==> src/rtl/mem_issue_queue_pkg.sv <==
// Shared definitions for the memory issue queue: micro-op encodings, packet
// layout and the branch kill/resolve helper also used by the memory and ALU stages.
package mem_issue_queue_pkg;

  localparam int IQ_WIDTH_Q   = 3;
  localparam int IQ_WIDTH_BRM = 4;
  localparam int IQ_WIDTH_REG = 5;
  localparam int IQ_WIDTH     = 4*32 + IQ_WIDTH_REG + IQ_WIDTH_BRM + 18;

  localparam logic [6:0] UOP_LOAD  = 7'b0000011;
  localparam logic [6:0] UOP_STORE = 7'b0100011;

  // Bit offsets of each field inside the flat packet, LSB field first.
  localparam int OFF_OP1    = 0;
  localparam int OFF_OP2    = OFF_OP1 + 32;
  localparam int OFF_IMM    = OFF_OP2 + 32;
  localparam int OFF_FUNC   = OFF_IMM + 32;
  localparam int OFF_PC     = OFF_FUNC + 10;
  localparam int OFF_RD     = OFF_PC + 32;
  localparam int OFF_BRMASK = OFF_RD + IQ_WIDTH_REG;
  localparam int OFF_UOP    = OFF_BRMASK + IQ_WIDTH_BRM;
  localparam int OFF_VAL    = OFF_UOP + 7;

  typedef struct packed {
    logic                    val;
    logic [6:0]              uop;
    logic [IQ_WIDTH_BRM-1:0] brmask;
    logic [IQ_WIDTH_REG-1:0] rd;
    logic [31:0]             pc;
    logic [9:0]              func;
    logic [31:0]             imm;
    logic [31:0]             op2;
    logic [31:0]             op1;
  } mem_pkt_t;

  // Returns {kill_hit, new_mask}. A bit present in both kill and ok still
  // kills, because the hit is taken from the mask before resolve clears it.
  function automatic logic [IQ_WIDTH_BRM:0] apply_br(
    input logic [IQ_WIDTH_BRM-1:0] mask,
    input logic [IQ_WIDTH_BRM-1:0] kill,
    input logic [IQ_WIDTH_BRM-1:0] ok
  );
    return {|(mask & kill), mask & ~ok};
  endfunction

endpackage

==> src/rtl/mem_iq_entry.sv <==
// One issue-queue slot: holds a packet, applies kill/resolve every cycle and
// takes a new packet when written.
module mem_iq_entry
  import mem_issue_queue_pkg::*;
(
  input  logic                    i_clk,
  input  logic                    i_rst,
  input  logic                    i_we,
  input  mem_pkt_t                i_wdata,
  input  logic [IQ_WIDTH_BRM-1:0] i_brkill,
  input  logic [IQ_WIDTH_BRM-1:0] i_brok,
  output mem_pkt_t                o_pkt
);

  logic                  val_q, val_d;
  logic [IQ_WIDTH-2:0]   payload_q, payload_d;
  mem_pkt_t              cur, nxt;
  logic [IQ_WIDTH_BRM:0] br;

  assign cur   = {val_q, payload_q};
  assign o_pkt = cur;

  // Next slot contents: new packet on write, otherwise kill/resolve update.
  always_comb begin
    // NOTE: default every comb output first so no path leaves it unassigned (no latch).
    nxt = cur;
    br  = apply_br(cur.brmask, i_brkill, i_brok);
    if (i_we) begin
      nxt = i_wdata;
    end else begin
      nxt.val    = cur.val & ~br[IQ_WIDTH_BRM];
      nxt.brmask = br[IQ_WIDTH_BRM-1:0];
    end
    val_d     = nxt.val;
    payload_d = nxt[IQ_WIDTH-2:0];
  end

  // Valid bit: the only part of the slot that needs a reset value.
  always_ff @(posedge i_clk) begin
    // NOTE: sequential state uses non-blocking assignments to avoid simulation races.
    if (i_rst) val_q <= 1'b0;
    else       val_q <= val_d;
  end

  // Payload register.
  // NOTE: storage payload is not reset; val=0 makes stale contents harmless.
  always_ff @(posedge i_clk) begin
    payload_q <= payload_d;
  end

endmodule

==> src/rtl/mem_issue_queue.sv <==
// In-order load/store issue queue between operand read and the memory stage.
// Stores wait at head for commit permission; loads and bubbles leave freely.
module mem_issue_queue
  import mem_issue_queue_pkg::*;
#(
  parameter int WIDTH_Q   = IQ_WIDTH_Q,
  parameter int WIDTH_BRM = IQ_WIDTH_BRM,
  parameter int WIDTH_REG = IQ_WIDTH_REG,
  parameter int WIDTH     = 4*32 + WIDTH_REG + WIDTH_BRM + 18
) (
  input  logic                 i_clk,
  input  logic                 i_rst,
  input  logic [WIDTH-1:0]     i_instr,
  output logic                 o_ready,
  input  logic                 i_stall,
  input  logic                 i_st_ok,
  input  logic [WIDTH_BRM-1:0] i_brkill,
  input  logic [WIDTH_BRM-1:0] i_brok,
  output logic [WIDTH-1:0]     o_instr,
  output logic [WIDTH_Q:0]     o_count
);

  localparam int DEPTH = 1 << WIDTH_Q;
  typedef logic [WIDTH_Q:0] ptr_t;

  ptr_t     head_q, head_d, tail_q, tail_d, count_d;
  logic     ready_q, ready_d;
  mem_pkt_t out_q, out_d;

  mem_pkt_t in_pkt, in_upd, head_pkt, head_upd;
  mem_pkt_t entry_pkt [DEPTH];
  logic [DEPTH-1:0]   entry_we;
  logic [WIDTH_BRM:0] in_br, head_br, out_br;
  logic empty, is_store, deq, enq_wr;

  assign in_pkt   = mem_pkt_t'(i_instr);
  assign empty    = (head_q == tail_q);
  assign head_pkt = entry_pkt[head_q[WIDTH_Q-1:0]];

  // Storage slots, each applying kill/resolve to itself.
  for (genvar g = 0; g < DEPTH; g++) begin : g_entry
    mem_iq_entry u_entry (
      .i_clk    (i_clk),
      .i_rst    (i_rst),
      .i_we     (entry_we[g]),
      .i_wdata  (in_upd),
      .i_brkill (i_brkill),
      .i_brok   (i_brok),
      .o_pkt    (entry_pkt[g])
    );
  end

  // Enqueue: resolve the incoming mask; a killed packet is dropped.
  always_comb begin
    in_br         = apply_br(in_pkt.brmask, i_brkill, i_brok);
    in_upd        = in_pkt;
    in_upd.brmask = in_br[WIDTH_BRM-1:0];
    enq_wr        = in_pkt.val & ready_q & ~in_br[WIDTH_BRM];
    entry_we      = '0;
    if (enq_wr) entry_we[tail_q[WIDTH_Q-1:0]] = 1'b1;
  end

  // Dequeue decision on the head packet as seen after this cycle's kill/resolve.
  always_comb begin
    head_br         = apply_br(head_pkt.brmask, i_brkill, i_brok);
    head_upd        = head_pkt;
    head_upd.val    = head_pkt.val & ~head_br[WIDTH_BRM];
    head_upd.brmask = head_br[WIDTH_BRM-1:0];
    is_store        = head_upd.val && (head_upd.uop == UOP_STORE);
    deq             = !empty && !i_stall && (!is_store || i_st_ok);
  end

  // Pointer, occupancy and output-register next state.
  always_comb begin
    head_d  = head_q + ptr_t'(deq);
    tail_d  = tail_q + ptr_t'(enq_wr);
    count_d = tail_d - head_d;
    ready_d = (count_d != ptr_t'(DEPTH));

    out_br = apply_br(out_q.brmask, i_brkill, i_brok);
    out_d  = '0;
    if (deq) begin
      out_d = head_upd;
    end else if (i_stall) begin
      out_d        = out_q;
      out_d.val    = out_q.val & ~out_br[WIDTH_BRM];
      out_d.brmask = out_br[WIDTH_BRM-1:0];
    end
  end

  // Queue state registers.
  always_ff @(posedge i_clk) begin
    if (i_rst) begin
      head_q  <= '0;
      tail_q  <= '0;
      ready_q <= 1'b1;
      out_q   <= '0;
    end else begin
      head_q  <= head_d;
      tail_q  <= tail_d;
      ready_q <= ready_d;
      out_q   <= out_d;
    end
  end

  assign o_instr = out_q;
  assign o_ready = ready_q;
  assign o_count = tail_q - head_q;

endmodule

==> config.mk <==
export PLATFORM = sky130hd
export DESIGN_NAME = mem_issue_queue
export DESIGN_NICKNAME = d
export VERILOG_FILES = /design/src/rtl/mem_issue_queue_pkg.sv /design/src/rtl/mem_iq_entry.sv /design/src/rtl/mem_issue_queue.sv
export SDC_FILE = /design/constraint.sdc
export NUM_CORES = 1
export LEC_CHECK = 0
export CAP_MARGIN = 0
export CORE_UTILIZATION = 35
export DETAILED_ROUTE_END_ITERATION = 10
export GPL_ROUTABILITY_DRIVEN = 0
export MAX_ROUTING_LAYER = met4
export PLACE_DENSITY_LB_ADDON = 0.2
export SYNTH_ARGS = -nofsm -noshare
export SYNTH_HDL_FRONTEND = slang
export SYNTH_SLANG_ARGS = --single-unit
export TNS_END_PERCENT = 50
==> constraint.sdc <==
create_clock -name i_clk -period 13.6 [get_ports i_clk]
set_clock_uncertainty 0.05 [all_clocks]
set_input_delay 2.04 -clock i_clk [delete_from_list [all_inputs] [get_ports i_clk]]
set_output_delay 2.04 -clock i_clk [all_outputs]
set_load 0.01 [all_outputs]
==> results by stage <==
Clock tree:
- After clock tree synthesis, the flow added hold-fix buffers numbering 0.
- The cell at the root of the clock tree is clkbuf_16.
- The H-tree depth reported by CTS is 4.
- CTS saw about 1400 sinks.
- TritonCTS built the clock tree.
- The clock latency of the later-clocked register in the worst-skew pair is 0.78 ns.
- Post-CTS timing repair inserted 0 buffers for setup.
- The total CTS buffers is approximately 150.
- Once the clock tree was built, the resizer swapped 0 gates to a different size.
- The maximum clock insertion buffer count is 3.
- Clock-pin slew was measured on the worst setup and hold paths at 0.06 ns.

Synth:
- Of the total synthesized cell area, the portion taken by XOR and XNOR cells is 0.001689.
- During synthesis, Yosys emitted a total of 0 warnings.
- The synthesized instance count is 3229.
- By count the netlist is led by edfxtp_1, nand2_1, mux4_2, dfxtp_1, a21oi_1.
- edfxtp_1 takes more of the synthesized area than any other cell.
- Of the total synthesized cell area, the portion taken by AND, OR, NAND and NOR gates is 0.05280.
- The number of enable-type register cells in the synthesized netlist is between 1000 and 1500.
- The dominant cell by count in the synthesized netlist is edfxtp_1.
- The dominant combinational cell family by area after synthesis is multiplexers.
- Of the synthesized area, sequential elements account for 0.7319.
- The mapped netlist covers 54810 µm².
- In the post-synthesis netlist, the biggest area contributors are edfxtp_1, mux4_2, dfxtp_1.
- The proportion of synthesized flip-flops having asynchronous set or reset is 0.
- Measured against the total synthesized area, the mux share comes to 0.1313.
- The number of nets handed over by synthesis was 3407.
- The count of cell types in the netlist is 52.
- The fraction of the mapped netlist area in compound gates is 0.05709.
- Of the total synthesized cell area, the portion taken by full adders, half adders and majority gates is 0.002648.
- The proportion of netlist area held by the largest area contributor is 0.6574.
- The number of synthesized register bits is ~1400.
- The post-synthesis average cell area is 16.98 µm².
- The top flip-flop cell by instance count after synthesis is edfxtp_1.

Hold path:
- The number of instances on the worst hold path is 2.
- The worst hold-check path type is reg -> reg.

Timing:
- Setup repair after global routing left no endpoint under its margin.
- Of the available clock period, the critical path in the final layout requires 0.4640.
- For this run, the top clock speed supported by timing is 0.1585 GHz.
- The final count of hold timing violations came to 0.
- The max-slew violation count was 0.
- Subtracting the final worst setup slack from the clock period gives 6.310 ns.
- Setup violations remaining at the end of the flow were counted as 0.
- The summed negative setup slack over all endpoints is 0 ns.
- The normalized max-slew margin is 0.2638.
- The worst path meets setup with between 7 and 8 ns of slack.
- At the pin with the least slew margin, the transition time is 1.104 ns.
- The worst hold slack is slightly above 0.4 ns.

Floorplan:
- The floorplan step defined a die boundary enclosing 158200 µm².
- The initialized floorplan defines 144 standard-cell rows.
- In this run the vertical extent of the chip is between 300 and 400 µm.
- 327 I/O pins were placed.
- The initial utilization of the core area, before any placement, comes to 0.3542.
- After floorplanning, the core was sized to cover 154800 µm².
- From left edge to right edge, the die measures between 300 and 400 µm.

GRT:
- The initial antenna violation count is 32.
- The global-route congestion overflow total is 0.
- The via count of the first global-routing pass is 31097.
- The pin count of the biggest net entering global routing is 154.
- The first global-routing pass estimated around 220000 µm of wire.
- Across every metal layer, demand over resource in global routing totals 0.1913.

Power and ir drop:
- The overall power is 9.685 mW.
- Across the VDD grid, the largest voltage drop is 123.4 µV.
- For this design the ratio of total power to cell area is 149.1 nW/µm².
- For this design the static power due to leakage is 20.63 nW.

Finish:
- The ratio of cells with drive above 1 in the final layout is 0.1603.
- The finished cells cover 64930 µm².
- The post-synthesis to final-layout area growth is 18.47%.
- The final-stage net count is 3700.

Critical path:
- The maximum net fanout on the critical path is 43.
- For the worst setup path, the data required time is 13.94 ns.
- The worst setup path is of the in -> reg kind.
- The element type at the critical path end is a flop.
- Setup slack on the worst reg-to-reg path comes out at ~8 ns.
- The number of cell instances on the worst register-to-register path is 15.
- The worst setup path is launched from an input pin.
- STA puts the critical path data arrival time at roughly 6.7 ns.

Placement:
- The worst setup slack after placement is about 6.5 ns.
- During placement, the flow inserted port buffers numbering 326.
- The total placed instance area is 60050 µm².
- The final HPWL from detailed placement is 79610 µm.

Job:
- The number of maximum-capacitance violations is 0.

Detailed routing:
- The length of the first detailed-routing pass in iterations is 5.
- In the final routed layout, each cell accounts on average for roughly 26 µm.
- After the first detailed-routing iteration, the DRC count stood at 2313.
- The routed layout has slightly above 30000 vias.
- For this run, design rule violations remaining after detail routing come to 0.
- After detailed routing, the number of vias per cell comes to 5.287.
- The final wirelength is 146700 µm.
- The post-route antenna net violation count is 0.

Outcome:
- The flow ran to the end, and the final reports show no timing, DRC or antenna violations.
[layer usage]
| layer | global-route usage | vias to the layer above | part of all wire |
|---|---|---|---|
| li1 | - | 13353 | - |
| met1 | 0.2549 | 15901 | 0.45 |
| met2 | 0.2970 | 779 | 0.47 |
| met3 | 0.04210 | 186 | 0.060 |
| met4 | 0.04849 | 0 | 0.019 |
| met5 | - | - | 0 |
[cell type report]
cell class / count / area (µm²)
Clock inverter: 66 / 633.1
Timing Repair Buffer: 375 / 3731
Sequential cell: 1404 / 40130
Inverter: 18 / 87.58
Antenna cell: 22 / 55.05
Fill cell: 13743 / 89830
Tap cell: 2044 / 2557
Clock buffer: 216 / 4197
Multi-Input combinational cell: 1571 / 13540
[cells by family (layout without fill, tap and decap cells)]
family                     Yosys count  in the layout
xor gates and xnor gates             9              9
buffers and inverters              254            675
AOI/OAI and AO/OA                  528            528
adders and majority gates           11             11
and+or+nand+nor                    695            695
DFF                               1404           1404
other                                0             22
muxes                              328            328
[metrics by stage]
| stage | cells | util |
|---|---|---|
| 2_1_floorplan | 3229 | - |
| 3_3_place_gp | 5412 | 0.3880 |
| 3_5_place_dp | 5412 | 0.3880 |
| 4_1_cts | 5694 | 0.4192 |
| 5_1_grt | 5714 | 0.4195 |
| 6_report | 5716 | 0.4196 |
[final timing paths]
| check | to | startpoint |
|---|---|---|
| worst max-delay path | g_entry[2].u_entry.payload_q[124] | i_brkill[1] |
| worst min register to register | o_instr[91] | o_instr[91] |
| worst max register to register | o_ready | head_q[0] |
| worst min-delay path | o_instr[91] | o_instr[91] |
[registers in the layout, indices dropped and copies added (netlist names)]
register	flops
g_entry.u_entry.val_q	8
o_instr	155
g_entry.u_entry.payload_q	1232
o_ready	1
head_q	4
tail_q	4
[cell usage in the layout, fill, tap and decap left out, types with 8 or more instances in the layout]
master           count
dfxtp_1            201
mux4_1               8
clkbuf_8            11
buf_4               41
edfxtp_1          1200
mux2i_1             14
clkdlybuf4s50_1    326
mux4_2             300
inv_1               15
a21oi_1            174
nand3_1            155
nand2_1            479
clkinv_2            21
o31ai_1            150
a222oi_1             9
o21ai_0             89
ha_1                10
buf_12               8
clkbuf_1            51
nor2_1              22
diode_2             22
clkinv_1            19
clkbuf_16          154
o21ai_1             90
[critical path, stage by stage]
cell,delay [ns]
clkdlybuf4s50_1,0.65
a222oi_1,0.62
nand4_1,0.76
nor2_4,1.08
buf_4,0.73
buf_4,0.65
[power by group]
group | total, mW | internal, mW | switching [mW]
clock | 4.00 | 2.30 | 1.70
combinational | 0.861 | 0.404 | 0.457
sequential | 4.82 | 4.76 | 0.0623
total | 9.68 | 7.47 | 2.22
No activity file was read; power rests on OpenSTA's default activity.
